File: config.mk
export PLATFORM = sky130hd
export DESIGN_NAME = dual_rail_minterm_sequencer_flat
export DESIGN_NICKNAME = d
export VERILOG_FILES = /design/src/rtl/dual_rail_minterm_sequencer_pkg.sv /design/src/rtl/dual_rail_minterm_sequencer_if.sv /design/src/rtl/dual_rail_minterm_sequencer_hold_timer.sv /design/src/rtl/dual_rail_minterm_sequencer.sv /design/src/flat_wrapper.sv
export SDC_FILE = /design/constraint.sdc
export NUM_CORES = 1
export LEC_CHECK = 0
export ABC_AREA = 0
export CELL_PAD_IN_SITES_DETAIL_PLACEMENT = 0
export CELL_PAD_IN_SITES_GLOBAL_PLACEMENT = 1
export CORE_ASPECT_RATIO = 1.1
export CORE_MARGIN = 1
export CORE_UTILIZATION = 34
export DETAILED_ROUTE_END_ITERATION = 8
export GPL_ROUTABILITY_DRIVEN = 0
export PLACE_DENSITY_LB_ADDON = 0.1
export SLEW_MARGIN = 30
export SYNTH_ARGS = -nofsm -noshare
export SYNTH_HDL_FRONTEND = slang
export SYNTH_SLANG_ARGS = --single-unit
File: constraint.sdc
create_clock -name clk -period 1.9 [get_ports clk]
set_input_delay 0.285 -clock clk [delete_from_list [all_inputs] [get_ports clk]]
set_output_delay 0.285 -clock clk [all_outputs]
set_load 0.02 [all_outputs]
File: src/rtl/dual_rail_minterm_sequencer_pkg.sv
// Shared types and helpers for the dual-rail minterm sequencer.
// Build option GRAY_SWEEP_EN selects reflected Gray sweep order in stepToIndex.
package dual_rail_minterm_sequencer_pkg;

  localparam int NUM_VARS     = 4;
  localparam int NUM_MINTERMS = 16;

  typedef enum logic [1:0] {
    IDLE,
    DRIVE,
    DONE
  } seq_state_e;

  // The sweep step always counts 0..15; only the minterm presented on the rails changes order.
  function automatic logic [NUM_VARS-1:0] stepToIndex(input logic [NUM_VARS-1:0] step);
`ifdef GRAY_SWEEP_EN
    return step ^ (step >> 1);
`else
    return step;
`endif
  endfunction

endpackage

File: src/rtl/dual_rail_minterm_sequencer_if.sv
// Stimulus/response bundle between the sequencer (slave) and whoever commands it and
// hosts the downstream function block (master).
interface dual_rail_minterm_sequencer_if;

  logic                                                     start;
  logic                                                     manual_load;
  logic [dual_rail_minterm_sequencer_pkg::NUM_VARS-1:0]     manual_val;
  logic                                                     f_in;
  logic                                                     a;
  logic                                                     b;
  logic                                                     c;
  logic                                                     d;
  logic                                                     not_a;
  logic                                                     not_b;
  logic                                                     not_c;
  logic                                                     not_d;
  logic [dual_rail_minterm_sequencer_pkg::NUM_VARS-1:0]     index;
  logic                                                     busy;
  logic                                                     done;
  logic [dual_rail_minterm_sequencer_pkg::NUM_MINTERMS-1:0] truth_table;

  modport master (
    output start, manual_load, manual_val, f_in,
    input  a, b, c, d, not_a, not_b, not_c, not_d, index, busy, done, truth_table
  );

  modport slave (
    input  start, manual_load, manual_val, f_in,
    output a, b, c, d, not_a, not_b, not_c, not_d, index, busy, done, truth_table
  );

endinterface

File: src/rtl/dual_rail_minterm_sequencer_hold_timer.sv
// Per-minterm hold timer: 8-bit down-counter reloaded at the start of each minterm,
// flagging the capture cycle and the last hold cycle.
module minterm_hold_timer #(
  parameter int HOLD_CYCLES   = 20,
  parameter int SAMPLE_SETTLE = 1
) (
  input  logic clk,
  input  logic rst,
  input  logic load_i,
  input  logic active_i,
  output logic sample_strobe_o,
  output logic expire_o
);

  // Count holds the number of hold cycles still to follow the current one.
  localparam logic [7:0] LOAD_VAL   = 8'(HOLD_CYCLES - 1);
  localparam logic [7:0] SAMPLE_VAL = 8'(SAMPLE_SETTLE - 1);

  logic [7:0] count_q, count_d;

  always_comb begin
    count_d = count_q;
    if (load_i) begin
      count_d = LOAD_VAL;
    end else if (active_i && (count_q != 8'd0)) begin
      count_d = count_q - 8'd1;
    end
  end

  always_ff @(posedge clk) begin
    if (rst) begin
      count_q <= 8'd0;
    end else begin
      count_q <= count_d;
    end
  end

  assign sample_strobe_o = active_i && (count_q == SAMPLE_VAL);
  assign expire_o        = active_i && (count_q == 8'd0);

endmodule

File: src/rtl/dual_rail_minterm_sequencer.sv
// Sweeps all 16 minterms onto dual-rail outputs and captures the returned function as a
// truth table; also offers manual single-minterm drive. Sweep order set by GRAY_SWEEP_EN.
module dual_rail_minterm_sequencer
  import dual_rail_minterm_sequencer_pkg::*;
#(
  parameter int HOLD_CYCLES   = 20,
  parameter int SAMPLE_SETTLE = 1
) (
  input  logic                          clk,
  input  logic                          rst,
  dual_rail_minterm_sequencer_if.slave  bus
);

  localparam logic [NUM_VARS-1:0] LAST_STEP = NUM_VARS'(NUM_MINTERMS - 1);

  seq_state_e              state_q, state_d;
  logic [NUM_VARS-1:0]     step_q, step_d;
  logic [NUM_VARS-1:0]     index_q, index_d;
  logic                    busy_q, busy_d;
  logic                    done_q, done_d;
  logic [NUM_MINTERMS-1:0] truthTable_q, truthTable_d;
  logic                    timerLoad;
  logic                    timerActive;
  logic                    sampleStrobe;
  logic                    holdExpire;

  assign timerActive = (state_q == DRIVE);

  minterm_hold_timer #(
    .HOLD_CYCLES   (HOLD_CYCLES),
    .SAMPLE_SETTLE (SAMPLE_SETTLE)
  ) u_hold_timer (
    .clk             (clk),
    .rst             (rst),
    .load_i          (timerLoad),
    .active_i        (timerActive),
    .sample_strobe_o (sampleStrobe),
    .expire_o        (holdExpire)
  );

  always_ff @(posedge clk) begin
    if (rst) begin
      state_q <= IDLE;
    end else begin
      state_q <= state_d;
    end
  end

  always_comb begin
    state_d = state_q;
    case (state_q)
      IDLE:    if (bus.start) state_d = DRIVE;
      DRIVE:   if (holdExpire && (step_q == LAST_STEP)) state_d = DONE;
      DONE:    state_d = IDLE;
      default: state_d = IDLE;
    endcase
  end

  // Status flags are derived from the upcoming state so they line up with it once registered.
  always_comb begin
    step_d       = step_q;
    index_d      = index_q;
    truthTable_d = truthTable_q;
    timerLoad    = 1'b0;
    busy_d       = (state_d == DRIVE);
    done_d       = (state_d == DONE);
    case (state_q)
      IDLE: begin
        if (bus.start) begin
          truthTable_d = '0;
          step_d       = '0;
          index_d      = stepToIndex('0);
          timerLoad    = 1'b1;
        end else if (bus.manual_load) begin
          index_d = bus.manual_val;
        end
      end
      DRIVE: begin
        if (sampleStrobe) begin
          truthTable_d[index_q] = bus.f_in;
        end
        if (holdExpire && (step_q != LAST_STEP)) begin
          step_d    = step_q + 1'b1;
          index_d   = stepToIndex(step_q + 1'b1);
          timerLoad = 1'b1;
        end
      end
      default: ;
    endcase
  end

  always_ff @(posedge clk) begin
    if (rst) begin
      step_q       <= '0;
      index_q      <= '0;
      busy_q       <= 1'b0;
      done_q       <= 1'b0;
      truthTable_q <= '0;
    end else begin
      step_q       <= step_d;
      index_q      <= index_d;
      busy_q       <= busy_d;
      done_q       <= done_d;
      truthTable_q <= truthTable_d;
    end
  end

  // Both rails come from the same index register, so they can never agree.
  assign bus.a           = index_q[3];
  assign bus.b           = index_q[2];
  assign bus.c           = index_q[1];
  assign bus.d           = index_q[0];
  assign bus.not_a       = ~index_q[3];
  assign bus.not_b       = ~index_q[2];
  assign bus.not_c       = ~index_q[1];
  assign bus.not_d       = ~index_q[0];
  assign bus.index       = index_q;
  assign bus.busy        = busy_q;
  assign bus.done        = done_q;
  assign bus.truth_table = truthTable_q;

endmodule

File: src/flat_wrapper.sv
// flat-port wrapper written by rule: the top's interface ports become plain ports
module dual_rail_minterm_sequencer_flat import dual_rail_minterm_sequencer_pkg::*;
#(
  parameter int HOLD_CYCLES   = 20,
  parameter int SAMPLE_SETTLE = 1
)
  (clk, rst, bus_start, bus_manual_load, bus_manual_val, bus_f_in, bus_a, bus_b, bus_c, bus_d, bus_not_a, bus_not_b, bus_not_c, bus_not_d, bus_index, bus_busy, bus_done, bus_truth_table);
  dual_rail_minterm_sequencer_if bus_i ();
  input  logic clk;
  input  logic rst;
  input wire logic [$bits(bus_i.start)-1:0] bus_start;
  input wire logic [$bits(bus_i.manual_load)-1:0] bus_manual_load;
  input wire logic [$bits(bus_i.manual_val)-1:0] bus_manual_val;
  input wire logic [$bits(bus_i.f_in)-1:0] bus_f_in;
  output wire logic [$bits(bus_i.a)-1:0] bus_a;
  output wire logic [$bits(bus_i.b)-1:0] bus_b;
  output wire logic [$bits(bus_i.c)-1:0] bus_c;
  output wire logic [$bits(bus_i.d)-1:0] bus_d;
  output wire logic [$bits(bus_i.not_a)-1:0] bus_not_a;
  output wire logic [$bits(bus_i.not_b)-1:0] bus_not_b;
  output wire logic [$bits(bus_i.not_c)-1:0] bus_not_c;
  output wire logic [$bits(bus_i.not_d)-1:0] bus_not_d;
  output wire logic [$bits(bus_i.index)-1:0] bus_index;
  output wire logic [$bits(bus_i.busy)-1:0] bus_busy;
  output wire logic [$bits(bus_i.done)-1:0] bus_done;
  output wire logic [$bits(bus_i.truth_table)-1:0] bus_truth_table;
  assign bus_i.start = bus_start;
  assign bus_i.manual_load = bus_manual_load;
  assign bus_i.manual_val = bus_manual_val;
  assign bus_i.f_in = bus_f_in;
  assign bus_a = bus_i.a;
  assign bus_b = bus_i.b;
  assign bus_c = bus_i.c;
  assign bus_d = bus_i.d;
  assign bus_not_a = bus_i.not_a;
  assign bus_not_b = bus_i.not_b;
  assign bus_not_c = bus_i.not_c;
  assign bus_not_d = bus_i.not_d;
  assign bus_index = bus_i.index;
  assign bus_busy = bus_i.busy;
  assign bus_done = bus_i.done;
  assign bus_truth_table = bus_i.truth_table;
  dual_rail_minterm_sequencer #(.HOLD_CYCLES(HOLD_CYCLES), .SAMPLE_SETTLE(SAMPLE_SETTLE)) u_core (.clk(clk), .rst(rst), .bus(bus_i));
endmodule
==> results of run 1 <==
tightest hold or removal path, cell delays in order (launching register included):
cell	delay, ns
dfxtp_1	0.31
nand2_1	0.05
mux2i_1	0.05
cell families after synthesis:
group                      Yosys count  share of synthesized area (%)
AOI/OAI and AO/OA                   36                           13.8
xor gates and xnor gates             3                           1.47
adders and majority gates            2                           1.40
buffers and inverters               23                           5.73
DFF                                 36                           40.3
muxes                               15                           8.39
and+or+nand+nor                     87                           29.0
layer usage:
layer / part of all wire [%] / up-vias
li1: - / 819
met5: 0 / -
met4: 0.85 / 0
met2: 52 / 36
met3: 3.1 / 4
met1: 44 / 756
path summary, 6_finish.rpt:
check | start | endpoint | slack, ns
max | u_core.bus.index[1]$_SDFFE_PP0P_ | bus_index[1] | 0.08
min | u_core.bus.truth_table[5]$_SDFFE_PP0P_ | u_core.bus.truth_table[5]$_SDFFE_PP0P_ | 0.46
max reg2reg | u_core.u_hold_timer.count_q[0]$_SDFFE_PP0P_ | u_core.bus.index[2]$_SDFFE_PP0P_ | 0.10
min reg2reg | u_core.bus.truth_table[5]$_SDFFE_PP0P_ | u_core.bus.truth_table[5]$_SDFFE_PP0P_ | 0.46
final cells by class:
type	count	area, um^2
repair buffers	53	509
clock buffers	6	72.6
flip-flops and latches	36	722
well taps	58	72.6
clock inverters	1	5.00
inverters	8	30.0
multi-input cells	143	1000
fillers	485	2620
sequential cells by signal (all words and copies together), names as in the netlist:
| register | flops |
|---|---|
| u_core.bus.truth_table | 16 |
| u_core.u_hold_timer.count_q | 8 |
| u_core.bus.index | 4 |
| u_core.step_q | 4 |
| u_core.state_q | 2 |
| u_core.bus.busy | 1 |
| u_core.bus.done | 1 |
power by group through the flow:
stage / combinational, mW / sequential [mW] / clock (mW)
floorplan: 0.217 / 0.833 / 0
global placement: 0.358 / 0.836 / 0
detailed placement: 0.360 / 0.838 / 0
CTS: 0.364 / 0.820 / 0.521
global route: 0.417 / 0.829 / 0.563
finish: 0.385 / 0.822 / 0.506
timing repair:
item                                    4_1_cts  5_1_grt
hold buffers                                  0        0
gates resized for setup                       0        9
buffers inserted                              0        1
endpoints found under the setup margin        0       18
placed cells by master (no fill, tap or decap), types with 5 or more instances in the layout:
cell,instances
clkdlybuf4s50_1,38
nand2_1,21
dfxtp_1,35
nor3_1,6
nand3_1,9
clkbuf_8,5
nor4_1,5
buf_4,13
nor2_1,6
mux2i_1,15
nand2b_1,7
inv_1,8
a21oi_1,15
==> out/results.tsv, run 1 <==
metric	value	unit
grt_pass1_vias	1566	
clock-sinks	36	
skew	0.00841	ns
cts_tree	built	
areaGrowthSynthToFinish	34.7	%
die_w	71.2	um
cp_slowest_stage_delay	0.69	ns
cp.arrival	1.54	ns
grt_use_met3	3.59	%
synth_top_cell_area_share	40.3	%
critPathMaxFanout	11	
slowest_stage	clkdlybuf4s50_1	
antenna_cells	0	
relSlewSlack	71.5	%
power.internal	1.21	mW
hold_violations	0	
hpwl	3.39	mm
seq_area_frac_synth	40.3	%
async_flop_share	0	%
ys.flop_type	dfxtp_1	
cts_root_buf	clkbuf_8	
ant_nets	0	
dp_slack	0.105	ns
synth_nets	213	
dpl_cell_area	2290	um^2
core.rowCount	27	
dr.pass1.iters	6	
max_slew.worst_pin.slew	0.427	ns
die_y	78.1	um
rr_worst_depth	7	
setup_violations	0	
netlist_instances	202	
routed_wl	4.49	mm
end_kind	output port	
antenna_found_initial	0	
fin_ws	0.0772	ns
maxSlewViolCount	0	
powerDensity	710	nW/um^2
grt.overflow.total	0	
utilization	47.9	%
crit_cells	1	
clk_pin_slew	0.07	ns
post-route-period-util	95.9	%
swShare	29.6	%
ir_drop	303	uV
violations	DRC	
combPwrFrac	22.5	%
ys_types	43	
holdPathStages	2	
p_seq_share	48.0	%
maxCapViolations	0	
synth_common_cells	36 x dfxtp_1, 23 x nand2_1, 15 x a21oi_1, 15 x mux2i_1, 10 x clkbuf_1	
dp_cells	297	
core_area	5030	um^2
grt_max_degree	19	
use_met1	22.1	%
grt_util_met2	30.4	%
fin_nets	258	
hp-class	register to register	
syn_area_per_cell	8.86	um^2
whs	0.456	ns
ys_warn_count	0	
clk_path_buf_depth	2	
cp-start-kind	register	
synth_area	1790	um^2
finalPower	1.71	mW
path_cells	clkdlybuf4s50_1	
portBuffers	38	
synth_top_area_cell	dfxtp_1	
clkLatencyLatePin	0.28	ns
stdcell_count	305	
postLayoutCellArea	2410	um^2
numCtsBuffers	5	
drt_iter0_markers	93	
num_vias	1615	
grt_use_total	17.6	%
leakagePower	0.817	nW
fin_setup_tns	0	ns
crit_buf_inv	1	
start_util	35.6	%
worstSetupPathType	register to output port	
gr-max-usage-layer	met2	
p_clk_share	29.5	%
outcome	finished with violations	
p_sw	0.507	mW
crit_family	buffers and inverters	
htreeDepth	2	
drive_above_1_share	14.6	%
routedWlPerCell	14.7	um
period_needed	1.82	ns
yosysMostFrequentCell	dfxtp_1	
drc	3	
max_freq	549	MHz
synth_enable_flop_cells	0	
die_area	5560	um^2
synth_seq_cells	36	
via_per_inst	5.30	
required	1.62	ns
synth_area_leaders	dfxtp_1 40%, mux2i_1 8.4%, nand2_1 4.8%	
grt_pass1_wl	7.65	mm
num_io_pins	39	
Note: power is estimated with default switching activity, not from simulation.
==> run 2: changes to the inputs <==
CELL_PAD_IN_SITES_GLOBAL_PLACEMENT = 2   (was 1)
CORE_UTILIZATION = 37   (was 34)
DONT_BUFFER_PORTS = 1   (was not set)
clock period = 1.85 ns   (was 1.9 ns; I/O delays follow)
==> run 2 against run 1 <==
The run now ends clean. Final cell count fell by 9.8%. Routed wire length rose by 1.8%. Largest cell class unchanged. Final area fell by 11%. Critical path type is now register to register. Setup slack got worse by 0.017 ns. First-iteration DRC count fell by 42%. Non-clock buffer count fell by 29.
==> out/results.tsv, run 2 (synthesized netlist as in run 1, its figures left out) <==
metric	value	unit	change
start_util	38.5	%	+2.9 points
path_cells	inv_1 > ha_4 > nor3b_4 > buf_6 > nand2_1 > or4_1 > nand3_1		
leakagePower	0.734	nW	-10%
portBuffers	0		-100%
crit_family	simple AND/OR/NAND/NOR gates		
p_seq_share	44.8	%	-3.2 points
whs	0.0558	ns	-0.400 ns
max_freq	559	MHz	
cp-start-kind	register		
finalPower	1.89	mW	+10%
min-delay-start	rst		
fin_nets	229		-11%
routed_wl	4.57	mm	+1.8%
drt_iter0_markers	54		-42%
hold_violations	0		unchanged
die_w	68.3	um	-4.0%
period_needed	1.79	ns	
areaGrowthSynthToFinish	19.8	%	
worstSetupPathType	register to register		
grt.overflow.total	0		unchanged
post-route-period-util	96.7	%	
cts_root_buf	clkbuf_8		
clk_pin_slew	0.07	ns	about the same
max_slew.worst_pin.slew	0.619	ns	+0.193 ns
htreeDepth	2		unchanged
via_per_inst	5.59		+5.6%
required	2.07	ns	+0.45 ns
power.internal	1.35	mW	+12%
r2r_start	u_core.u_hold_timer.count_q[1]$_SDFFE_PP0P_		
dp_cells	258		-13%
routedWlPerCell	16.6	um	+13%
final_common_cell	dfxtp_1		
cp.arrival	2.01	ns	+0.47 ns
skew	0.00786	ns	-0.000551 ns
core_area	4650	um^2	-7.6%
grt_use_total	18.4	%	+0.75 points
grt_pass1_wl	6.74	mm	-12%
hp-class	primary input to register		
die_area	5120	um^2	-7.9%
rr_worst_depth	7		unchanged
num_io_pins	39		unchanged
clk_path_buf_depth	2		unchanged
outcome	completed		
die_y	75.0	um	-4.0%
grt_max_degree	17		-2
core.rowCount	26		-3.7%
p_sw	0.541	mW	+6.7%
grt_pass1_vias	1443		-7.9%
hpwl	3.27	mm	-3.7%
crit_cells	7		+6
end_kind	register		
drive_above_1_share	21.0	%	+6.4 points
crit_start	u_core.u_hold_timer.count_q[1]$_SDFFE_PP0P_		
final_cell_mix	35 x dfxtp_1, 22 x nand2_1, 22 x buf_4		
relSlewSlack	58.7	%	-13 points
dr.pass1.iters	4		-2
clock-sinks	36		unchanged
slowest_stage	or4_1		
largest_register_ffs	16		unchanged
maxCapViolations	0		unchanged
hold_buffers	0		unchanged
antenna_found_initial	0		unchanged
critPathMaxFanout	5		-6
combPwrFrac	19.0	%	-3.5 points
drc	0		-3
crit_buf_inv	2		+1
cts_tree	built		
swShare	28.7	%	-0.93 points
holdPathStages	1		-1
clkLatencyLatePin	0.28	ns	about the same
antenna_cells	0		unchanged
dp_slack	-0.0149	ns	-0.120 ns
setup_violations	0		unchanged
stdcell_count	275		-9.8%
ir_drop	383	uV	+27%
maxSlewViolCount	0		unchanged
fin_ws	0.0605	ns	-0.0167 ns
numCtsBuffers	5		unchanged
cp_slowest_stage_delay	0.53	ns	-0.16 ns
utilization	46.1	%	-1.8 points
num_vias	1537		-4.8%
p_clk_share	36.3	%	+6.8 points
powerDensity	879	nW/um^2	+24%
ant_nets	0		unchanged
run 2: path summary, 6_finish.rpt:
kind | end | slack (ns)
setup reg to reg | u_core.step_q[3]$_SDFFE_PP0P_ | 0.06
hold / removal | u_core.u_hold_timer.count_q[1]$_SDFFE_PP0P_ | 0.06
setup / recovery | u_core.step_q[3]$_SDFFE_PP0P_ | 0.06
hold reg to reg | u_core.step_q[1]$_SDFFE_PP0P_ | 0.48
run 2: stage by stage:
step,cell area (um^2),setup TNS [ns]
CTS,2010,0
detailed placement,1900,-0.0149
global placement,1900,0
global route,2150,-0.107
floorplan,1790,0
finish,2150,0
run 2: timing repair:
action	4_1_cts	5_1_grt
gates cloned	0	1
endpoints found under the setup margin	2	26
endpoints found under the hold margin	0	0
pin swaps	1	3
resized for setup	1	11
buffers inserted	0	8
run 2: routing by layer:
| layer | wire length (um) | global-route usage (%) |
|---|---|---|
| met1 | 1940 | 19.7 |
| met2 | 2400 | 33.4 |
| met3 | 211 | 5.76 |
| met4 | 25 | 6.25 |
| met5 | 0 | 0 |
run 2: power by group through the flow:
| stage | registers, mW | clock network, mW | logic (mW) |
|---|---|---|---|
| final | 0.845 | 0.684 | 0.358 |
| after CTS | 0.841 | 0.713 | 0.303 |
| after detailed placement | 0.859 | 0 | 0.301 |
| after floorplan | 0.855 | 0 | 0.223 |
| after global routing | 0.849 | 0.737 | 0.390 |
| after global placement | 0.859 | 0 | 0.297 |
run 2: area by class of cell:
| cell class | instances | area, um^2 |
|---|---|---|
| fillers | 462 | 2510 |
| multi-input cells | 143 | 1030 |
| flip-flops and latches | 36 | 722 |
| repair buffers | 24 | 181 |
| clock buffers | 6 | 72.6 |
| well taps | 56 | 70.1 |
| clock inverters | 2 | 35.0 |
| inverters | 8 | 30.0 |
